`config.mk`:
```
export PLATFORM = sky130hd
export DESIGN_NAME = data_memory_arbiter
export DESIGN_NICKNAME = d
export VERILOG_FILES = /design/src/rtl/data_memory_arbiter_pkg.sv /design/src/rtl/data_memory_arbiter_checker.sv /design/src/rtl/data_memory_arbiter.sv
export SDC_FILE = /design/constraint.sdc
export NUM_CORES = 1
export LEC_CHECK = 0
export ABC_CLOCK_PERIOD_IN_PS = 3600
export CAP_MARGIN = 30
export CORE_AREA = 4 4 120 122
export CTS_CLUSTER_SIZE = 20
export DETAILED_ROUTE_END_ITERATION = 12
export DIE_AREA = 0 0 124 126
export GPL_ROUTABILITY_DRIVEN = 0
export PLACE_DENSITY = 0.77
export SLEW_MARGIN = 20
export SYNTH_ARGS = -nofsm -noshare
export SYNTH_HDL_FRONTEND = slang
export SYNTH_SLANG_ARGS = --single-unit
```
`constraint.sdc`:
```
create_clock -name CLK -period 3.6 [get_ports CLK]
set_clock_uncertainty 0.15 [all_clocks]
set_input_delay 1.08 -clock CLK [delete_from_list [all_inputs] [get_ports CLK]]
set_output_delay 1.08 -clock CLK [all_outputs]
set_load 0.03 [all_outputs]
```
`src/rtl/data_memory_arbiter_pkg.sv`:
```
// Shared definitions for the data memory arbiter: memory access codes and arbiter enums.
package definitions;

  localparam int CLOCK_PERIOD = 10;

  localparam logic [2:0] MEM_BYTE              = 3'b000;
  localparam logic [2:0] MEM_HALFWORD          = 3'b001;
  localparam logic [2:0] MEM_WORD              = 3'b010;
  localparam logic [2:0] MEM_BYTE_UNSIGNED     = 3'b100;
  localparam logic [2:0] MEM_HALFWORD_UNSIGNED = 3'b101;

  typedef enum logic [1:0] {
    PRIO_A,
    PRIO_B,
    LOCK_B
  } arb_state_t;

  typedef enum logic {
    OWN_A,
    OWN_B
  } owner_t;

endpackage

```
`src/rtl/data_memory_arbiter_checker.sv`:
```
// Combinational access filter: flags misaligned halfword/word accesses and out-of-range addresses.
module mem_access_checker
  import definitions::*;
#(
  parameter int unsigned MEM_BYTES = 256
) (
  input  logic [2:0]  Control_i,
  input  logic [31:0] Addr_i,
  output logic        Err_o
);

  logic [1:0] size;
  logic       misaligned;
  logic       unused_sign;

  // Bit 2 only selects sign extension, which has no bearing on legality.
  assign unused_sign = Control_i[2];
  assign size        = Control_i[1:0];

  always_comb begin
    misaligned = 1'b0;
    if (size == MEM_HALFWORD[1:0] && Addr_i[0])
      misaligned = 1'b1;
    if (size == MEM_WORD[1:0] && Addr_i[1:0] != 2'b00)
      misaligned = 1'b1;
    Err_o = misaligned || (Addr_i >= 32'(MEM_BYTES));
  end

endmodule

```
`src/rtl/data_memory_arbiter.sv`:
```
// Fixed-priority arbiter sharing data_memory between the MEM stage (A) and the loader (B),
// with starvation guard for B, locked B bursts, access rejection and response routing.
module data_memory_arbiter
  import definitions::*;
#(
  parameter int unsigned STARVE_LIMIT = 4,
  parameter int unsigned MEM_BYTES    = 256
) (
  input  logic        CLK,
  input  logic        RST,
  input  logic        A_Req,
  input  logic        A_W_En,
  input  logic [2:0]  A_Control,
  input  logic [31:0] A_Addr,
  input  logic [31:0] A_W_Data,
  input  logic        B_Req,
  input  logic        B_W_En,
  input  logic [2:0]  B_Control,
  input  logic [31:0] B_Addr,
  input  logic [31:0] B_W_Data,
  input  logic        B_Lock,
  output logic        A_Gnt,
  output logic        B_Gnt,
  output logic        A_R_Valid,
  output logic        B_R_Valid,
  output logic        A_Err,
  output logic        B_Err,
  output logic [31:0] A_R_Data,
  output logic [31:0] B_R_Data,
  output logic        MEM_W_En,
  output logic [2:0]  MEM_Control,
  output logic [31:0] RW_Addr,
  output logic [31:0] W_Data,
  input  logic [31:0] MEM_R_Data
);

  localparam logic [3:0] LIMIT = 4'(STARVE_LIMIT);

  arb_state_t  state_q, state_d;
  logic [3:0]  cnt_q, cnt_d, cnt_inc;

  logic        a_err, b_err;
  logic        any_gnt, sel_we, sel_err;
  logic [2:0]  ctl_q, ctl_d;
  logic [31:0] addr_q, addr_d, wdata_q, wdata_d;

  logic        valid_q, err_q, load_q;
  owner_t      owner_q;
  logic        a_vld, b_vld;

  mem_access_checker #(.MEM_BYTES(MEM_BYTES)) u_chk_a (
    .Control_i (A_Control),
    .Addr_i    (A_Addr),
    .Err_o     (a_err)
  );

  mem_access_checker #(.MEM_BYTES(MEM_BYTES)) u_chk_b (
    .Control_i (B_Control),
    .Addr_i    (B_Addr),
    .Err_o     (b_err)
  );

  always_ff @(posedge CLK) begin
    if (RST) begin
      state_q <= PRIO_A;
      cnt_q   <= '0;
    end else begin
      state_q <= state_d;
      cnt_q   <= cnt_d;
    end
  end

  always_comb begin
    state_d = state_q;
    cnt_d   = cnt_q;
    cnt_inc = (cnt_q >= LIMIT) ? LIMIT : cnt_q + 4'd1;
    case (state_q)
      PRIO_A: begin
        if (A_Req) begin
          if (B_Req) begin
            cnt_d = cnt_inc;
            // Counter restarts as B is promoted, so PRIO_B always begins a fresh window.
            if (cnt_inc == LIMIT) begin
              state_d = PRIO_B;
              cnt_d   = '0;
            end
          end
        end else if (B_Req) begin
          cnt_d = '0;
          if (B_Lock) state_d = LOCK_B;
        end
      end
      PRIO_B:  state_d = (B_Req && B_Lock) ? LOCK_B : PRIO_A;
      LOCK_B:  if (!B_Req || !B_Lock) state_d = PRIO_A;
      default: state_d = PRIO_A;
    endcase
  end

  always_comb begin
    A_Gnt = 1'b0;
    B_Gnt = 1'b0;
    if (!RST) begin
      case (state_q)
        PRIO_A: begin
          A_Gnt = A_Req;
          B_Gnt = !A_Req && B_Req;
        end
        PRIO_B: begin
          B_Gnt = B_Req;
          A_Gnt = !B_Req && A_Req;
        end
        LOCK_B:  B_Gnt = B_Req;
        default: ;
      endcase
    end
  end

  // Memory side: follow the granted port, otherwise hold the last presented access.
  always_comb begin
    any_gnt = A_Gnt || B_Gnt;
    sel_we  = B_Gnt ? B_W_En : A_W_En;
    sel_err = B_Gnt ? b_err  : a_err;
    ctl_d   = ctl_q;
    addr_d  = addr_q;
    wdata_d = wdata_q;
    if (A_Gnt) begin
      ctl_d   = A_Control;
      addr_d  = A_Addr;
      wdata_d = A_W_Data;
    end else if (B_Gnt) begin
      ctl_d   = B_Control;
      addr_d  = B_Addr;
      wdata_d = B_W_Data;
    end
    MEM_W_En    = any_gnt && sel_we && !sel_err;
    MEM_Control = ctl_d;
    RW_Addr     = addr_d;
    W_Data      = wdata_d;
  end

  always_ff @(posedge CLK) begin
    if (RST) begin
      ctl_q   <= '0;
      addr_q  <= '0;
      wdata_q <= '0;
      valid_q <= 1'b0;
      err_q   <= 1'b0;
      load_q  <= 1'b0;
      owner_q <= OWN_A;
    end else begin
      ctl_q   <= ctl_d;
      addr_q  <= addr_d;
      wdata_q <= wdata_d;
      valid_q <= any_gnt;
      err_q   <= sel_err;
      load_q  <= !sel_we;
      owner_q <= B_Gnt ? OWN_B : OWN_A;
    end
  end

  always_comb begin
    a_vld     = valid_q && (owner_q == OWN_A) && !RST;
    b_vld     = valid_q && (owner_q == OWN_B) && !RST;
    A_R_Valid = a_vld;
    B_R_Valid = b_vld;
    A_Err     = a_vld && err_q;
    B_Err     = b_vld && err_q;
    A_R_Data  = (a_vld && load_q && !err_q) ? MEM_R_Data : '0;
    B_R_Data  = (b_vld && load_q && !err_q) ? MEM_R_Data : '0;
  end

endmodule
```
### After elaboration in Yosys (flattened, before gate mapping)

Index checks and enable logic that the tools add are counted.

* flip-flop bits (word level): 77
* input port bits: 173
* output and inout port bits: 138
* word-level logic and storage cells: 93

* $add $sub $neg: 1
* $lt $le $gt $ge: 3
* equality and inequality tests: 11
* mux-type cells: 32
* bitwise logic cells: 1
* reduce and logical (&&, ||, !) cells: 36

Operator list (count)
* $mux 32: 6
* $ge 32x9->1 const B: 2
* $mux 4: 5
* $logic_and 1x1->1: 19
* $mux 2: 7
* $mux 1: 9
* $logic_not 1->1: 7
* $eq 2x1->1 const B: 3
* $eq 2x2->1 const B: 3
* $mux 3: 2
* $ne 3x3->1 const B: 2
* $pmux 2 s3: 1
* $add 4x1->4 const B: 1
* $eq 4x3->1 const B: 1
* $ge 4x3->1 const B: 1
* $logic_or 1x1->1: 4
* $ne 2x2->1 const B: 2
* $pmux 1 s2: 2
* $reduce_and 4->1: 1
* $reduce_bool 2->1: 2
* $logic_not 2->1: 1
* $reduce_and 2->1: 1
* $reduce_or 2->1: 1
* $not 1->1: 1

### Depth between registers and ports, before layout

* word-level depth: 8
* mapped depth: 8

### By module

From an unflattened synthesis, not the netlist that was laid out.

* cells, all modules: 610
* area, all modules: 5151.2 µm²

By module, submodules not included
* data_memory_arbiter: times used 1, cells each 584, area an instance 4953.5 µm², sequential area each 1541.5 µm²
* mem_access_checker: times used 2, cells each 13, area an instance 98.8 µm², sequential area each 0.0 µm²

### Worst setup path after synthesis

Ideal clock, no wire load.

* path kind: input -> output
* start point: input port RST
* end point: output port A_R_Data[10]
* arrival time: 2.901 ns
* data required time: 2.370 ns
* slack: -0.531 ns
* stages: 5
* path through: buf_2 -> nor3b_1 -> and3b_1 -> clkbuf_1 -> and2_1

* cells in the longest elaborated chain, start to end: 5

RTL lines
* from (decl): RTL line data_memory_arbiter.sv:10 `input logic RST,`
* $logic_not 1->1: RTL line data_memory_arbiter.sv:162 `a_vld = valid_q && (owner_q == OWN_A) && !RST;`
* $logic_and 1x1->1: RTL line data_memory_arbiter.sv:162
* via A_R_Valid: RTL line data_memory_arbiter.sv:24 `output logic A_R_Valid,`
* $logic_and 1x1->1 (2 in series): RTL line data_memory_arbiter.sv:168 `A_R_Data = (a_vld && load_q && !err_q) ? MEM_R_Data : '0;`
* $mux 32: RTL line data_memory_arbiter.sv:168
* to (decl): RTL line data_memory_arbiter.sv:28 `output logic [31:0] A_R_Data,`

The timed path passes the listed nets, and every way through them passes these cells.

### Worst setup path in the final report

* start point: input port RST
* end point: output port RW_Addr[13]

* cells in the longest elaborated chain, start to end: 3
* elaborated cells on any way between the ends: 4

RTL lines
* $mux 1: RTL line data_memory_arbiter.sv:102 `if (!RST) begin`
* $mux 32: RTL line data_memory_arbiter.sv:130 `end else if (B_Gnt) begin`
* $mux 32 *: RTL line data_memory_arbiter.sv:126 `if (A_Gnt) begin`
* to (decl): RTL line data_memory_arbiter.sv:32 `output logic [31:0] RW_Addr,`

Every way passes the cells marked *; elsewhere a longest branch is shown, timed or not.

==> impl_metrics.csv <==
group,metric,value,unit
worst_setup_path,slowest_stage,"or3b_4",
clock_network,tritoncts,"yes",
sta,timing.fmax,258,MHz
worst_setup_path,worstReg2RegEnd,"wdata_q[15]",
worst_setup_path,timing.rr.start,"state_q[0]",
worst_hold_path,min_from,"cnt_q[2]",
floorplan,die_h,126,µm
placed_design,hpwlAfterDp,15700,µm
placed_design,numPortBuffers,310,
clock_network,clk_pin_slew,0.05,ns
floorplan,initial_core_util,0.338,
worst_setup_path,end_kind,"output pin",
finish,syn2layout_area_growth,128,%
outcome,status,"finished, violations left",
finish,drive_gt1_frac,0.514,
detailed_routing,routed_wl,21300,µm
finish,fillers,920,
worst_setup_path,critical_path_class,"input pin to output pin",
sta,worst_slack,-0.281,ns
pwr,irDropWorstVdd,224,µV
sta,setup_tns,-15.38,ns
global_routing,grt_pass1_vias,6263,
detailed_routing,routed_via_density,5.11,
floorplan,rows,42,
global_routing,grt_usage,0.254,
sta,rsz0062_at_grt,"true",
sta,fin_crit,3.88,ns
worst_hold_path,hold_path_end,"cnt_q[2]",
clock_network,cts_max_level,3,
finish,nNetsFinal,1143,
worst_setup_path,crit_path_start_kind,"input pin",
run,maxCapViolCount,0,
floorplan,pin_count,311,
global_routing,overflow,0,
clock_network,clk_latency,0.32,ns
worst_setup_path,worstPathRequired,2.37,ns
synth,synth_seq_cells,77,
sta,setup_violations,68,
global_routing,grt_start_max_net_pins,35,
global_routing,antenna_found_initial,3,
sta,slew_headroom,0.728,
synth,yosysSeqAreaShare,0.346,
detailed_routing,drcViolationCount,0,
floorplan,coreArea,0.0132,mm²
worst_hold_path,min_delay_path_depth,2,
global_routing,grt_pass1_wl,31500,µm
worst_setup_path,worstPathArrival,2.65,ns
worst_setup_path,r2r_slack,1.28,ns
pwr,p_leak,4.36,nW
synth,syn_nets,713,
pwr,power.density,337,mW/mm²
sta,period_share,1.08,
finish,instances_no_fill,1149,
synth,ys.warnings.count,0,
placed_design,dp.cells,1113,
finish,layout_common_cells,"buf_4, clkdlybuf4s50_1, dfxtp_1, nor2_1, a211oi_1",
synth,syn_inst,535,
clock_network,cts-root-buf,"clkbuf_16",
worst_setup_path,r2r_cells,8,
sta,worst_pin_slew,0.408,ns
clock_network,cts-buffers-inserted,9,
detailed_routing,first_iter_violations,191,
synth,ys_types,33,
sta,finalHoldViolations,0,
floorplan,die_x,124,µm
detailed_routing,drtAntennaViolNets,0,
outcome,violations,"negative setup slack",
floorplan,dieArea,0.0156,mm²
clock_network,ctsLongestPathBuffers,2,
finish,layout_commonest_cell,"buf_4",
worst_setup_path,cp_slowest_stage_delay,0.38,ns
placed_design,preCtsSetupSlack,-0.651,ns
detailed_routing,drt-wirelength-per-cell,18.5,µm
worst_setup_path,path_cells,"buf_6, or3b_4, a21o_4, buf_12, buf_12, mux2i_4, a21oi_2, buf_6",
detailed_routing,num_vias,5873,
synth,syn_avg_cell_area,8.33,µm²
worst_setup_path,critPathMaxFanout,13,
detailed_routing,firstDrtPassIters,4,
clock_network,cts-hold-fix-buffers,0,
synth,synthesis.area,0.00446,mm²
clock_network,numClockSinks,77,
sta,slew_violations,0,
worst_hold_path,min-delay-path-class,"flip-flop to flip-flop",
-- flip-flops by register name, indices dropped and copies added, names as in the netlist --
name,cells
load_q,1
cnt_q,4
valid_q,1
owner_q,1
err_q,1
ctl_q,3
addr_q,32
wdata_q,32
state_q,2
-- power breakdown --
| part | switching, mW | internal (mW) |
|---|---|---|
| Sequential | 0.0495 | 0.932 |
| Combinational | 0.743 | 0.786 |
| Clock | 0.355 | 0.553 |
| Total | 1.15 | 2.27 |
-- critical path, delay by kind of cell --
kind,cells,cell delay [ns]
AO/OA/AOI/OAI,2,0.40
buffers and inverters,4,0.55
multiplexers,1,0.21
AND/OR/NAND/NOR,1,0.38
-- how the worst max path moves through the flow --
stage / start / slack (ns) / cells after the start / endpoint
floorplan: RST / -0.14 / 5 / A_R_Data[10]
global placement: B_Req / -0.60 / 7 / RW_Addr[30]
detailed placement: B_Req / -0.65 / 7 / RW_Addr[1]
CTS: RST / -0.27 / 8 / RW_Addr[31]
global route: RST / -0.30 / 8 / W_Data[15]
finish: RST / -0.28 / 8 / RW_Addr[13]
-- synth_stat cells, drive strengths merged --
cell     count  share of area
a21o         1         0.0017
nor3         2         0.0022
and4         1         0.0020
nor4        14          0.023
or3b         1         0.0020
nor2b        2         0.0028
dfxtp       77           0.35
nand2       10         0.0084
o21ai        3         0.0034
nand3        3         0.0034
and3b        4         0.0079
nor3b        1         0.0017
clkbuf      30          0.025
mux2i       67           0.15
inv          6         0.0051
nand3b       1         0.0017
a211oi      68           0.11
a21oi       71          0.080
and2        67          0.094
nor2        73          0.061
ha           5          0.014
nand2b       3         0.0042
buf         15          0.028
o22ai        2         0.0028
nand4        3         0.0042
a2bb2oi      2         0.0053
a32oi        2         0.0039
and3         1         0.0014
-- timing repair --
action	CTS	global route
gates cloned	5	1
endpoints found under the setup margin	70	68
buffers inserted	8	4
pin swaps	28	18
endpoints found under the hold margin	0	0
resized for setup	185	49
-- metrics by stage --
| stage | power [mW] | util | hold WS [ns] | cell area, µm² |
|---|---|---|---|---|
| floorplan | 1.63 | - | 0.308 | 4860 |
| global placement | 2.27 | 0.674 | 0.322 | 8890 |
| detailed placement | 2.30 | 0.674 | 0.342 | 8890 |
| CTS | 3.38 | 0.751 | 0.352 | 9910 |
| global route | 3.55 | 0.770 | 0.369 | 10200 |
| finish | 3.42 | 0.770 | 0.349 | 10200 |
-- final cells by class --
class / instances / area [µm²] / area share
timing repair buffer: 463 / 4410 / 0.435
multi-input combinational: 408 / 3640 / 0.359
sequential: 77 / 1540 / 0.152
clock buffer: 10 / 239 / 0.0235
tap: 176 / 220 / 0.0217
clock inverter: 6 / 62.6 / 0.00616
inverter: 6 / 26.3 / 0.00259
antenna: 3 / 7.51 / 0.000739
-- cell families (layout without fill, tap and decap cells) --
logic type | after synthesis | in the layout | synth area share
other | 0 | 3 | 0
adder cells (fa/ha/maj) | 5 | 5 | 0.0140
AO/OA/AOI/OAI | 149 | 150 | 0.211
flip-flops | 77 | 77 | 0.346
buffers and inverters | 51 | 485 | 0.0581
AND/OR/NAND/NOR | 186 | 186 | 0.220
multiplexers | 67 | 67 | 0.150
-- metal layers --
layer	global-route usage	wire (µm)
met5	0	0
met4	0.124	846
met3	0.0570	1640
met2	0.461	11200
met1	0.272	7630
Note: power is estimated with default switching activity, not from simulation.
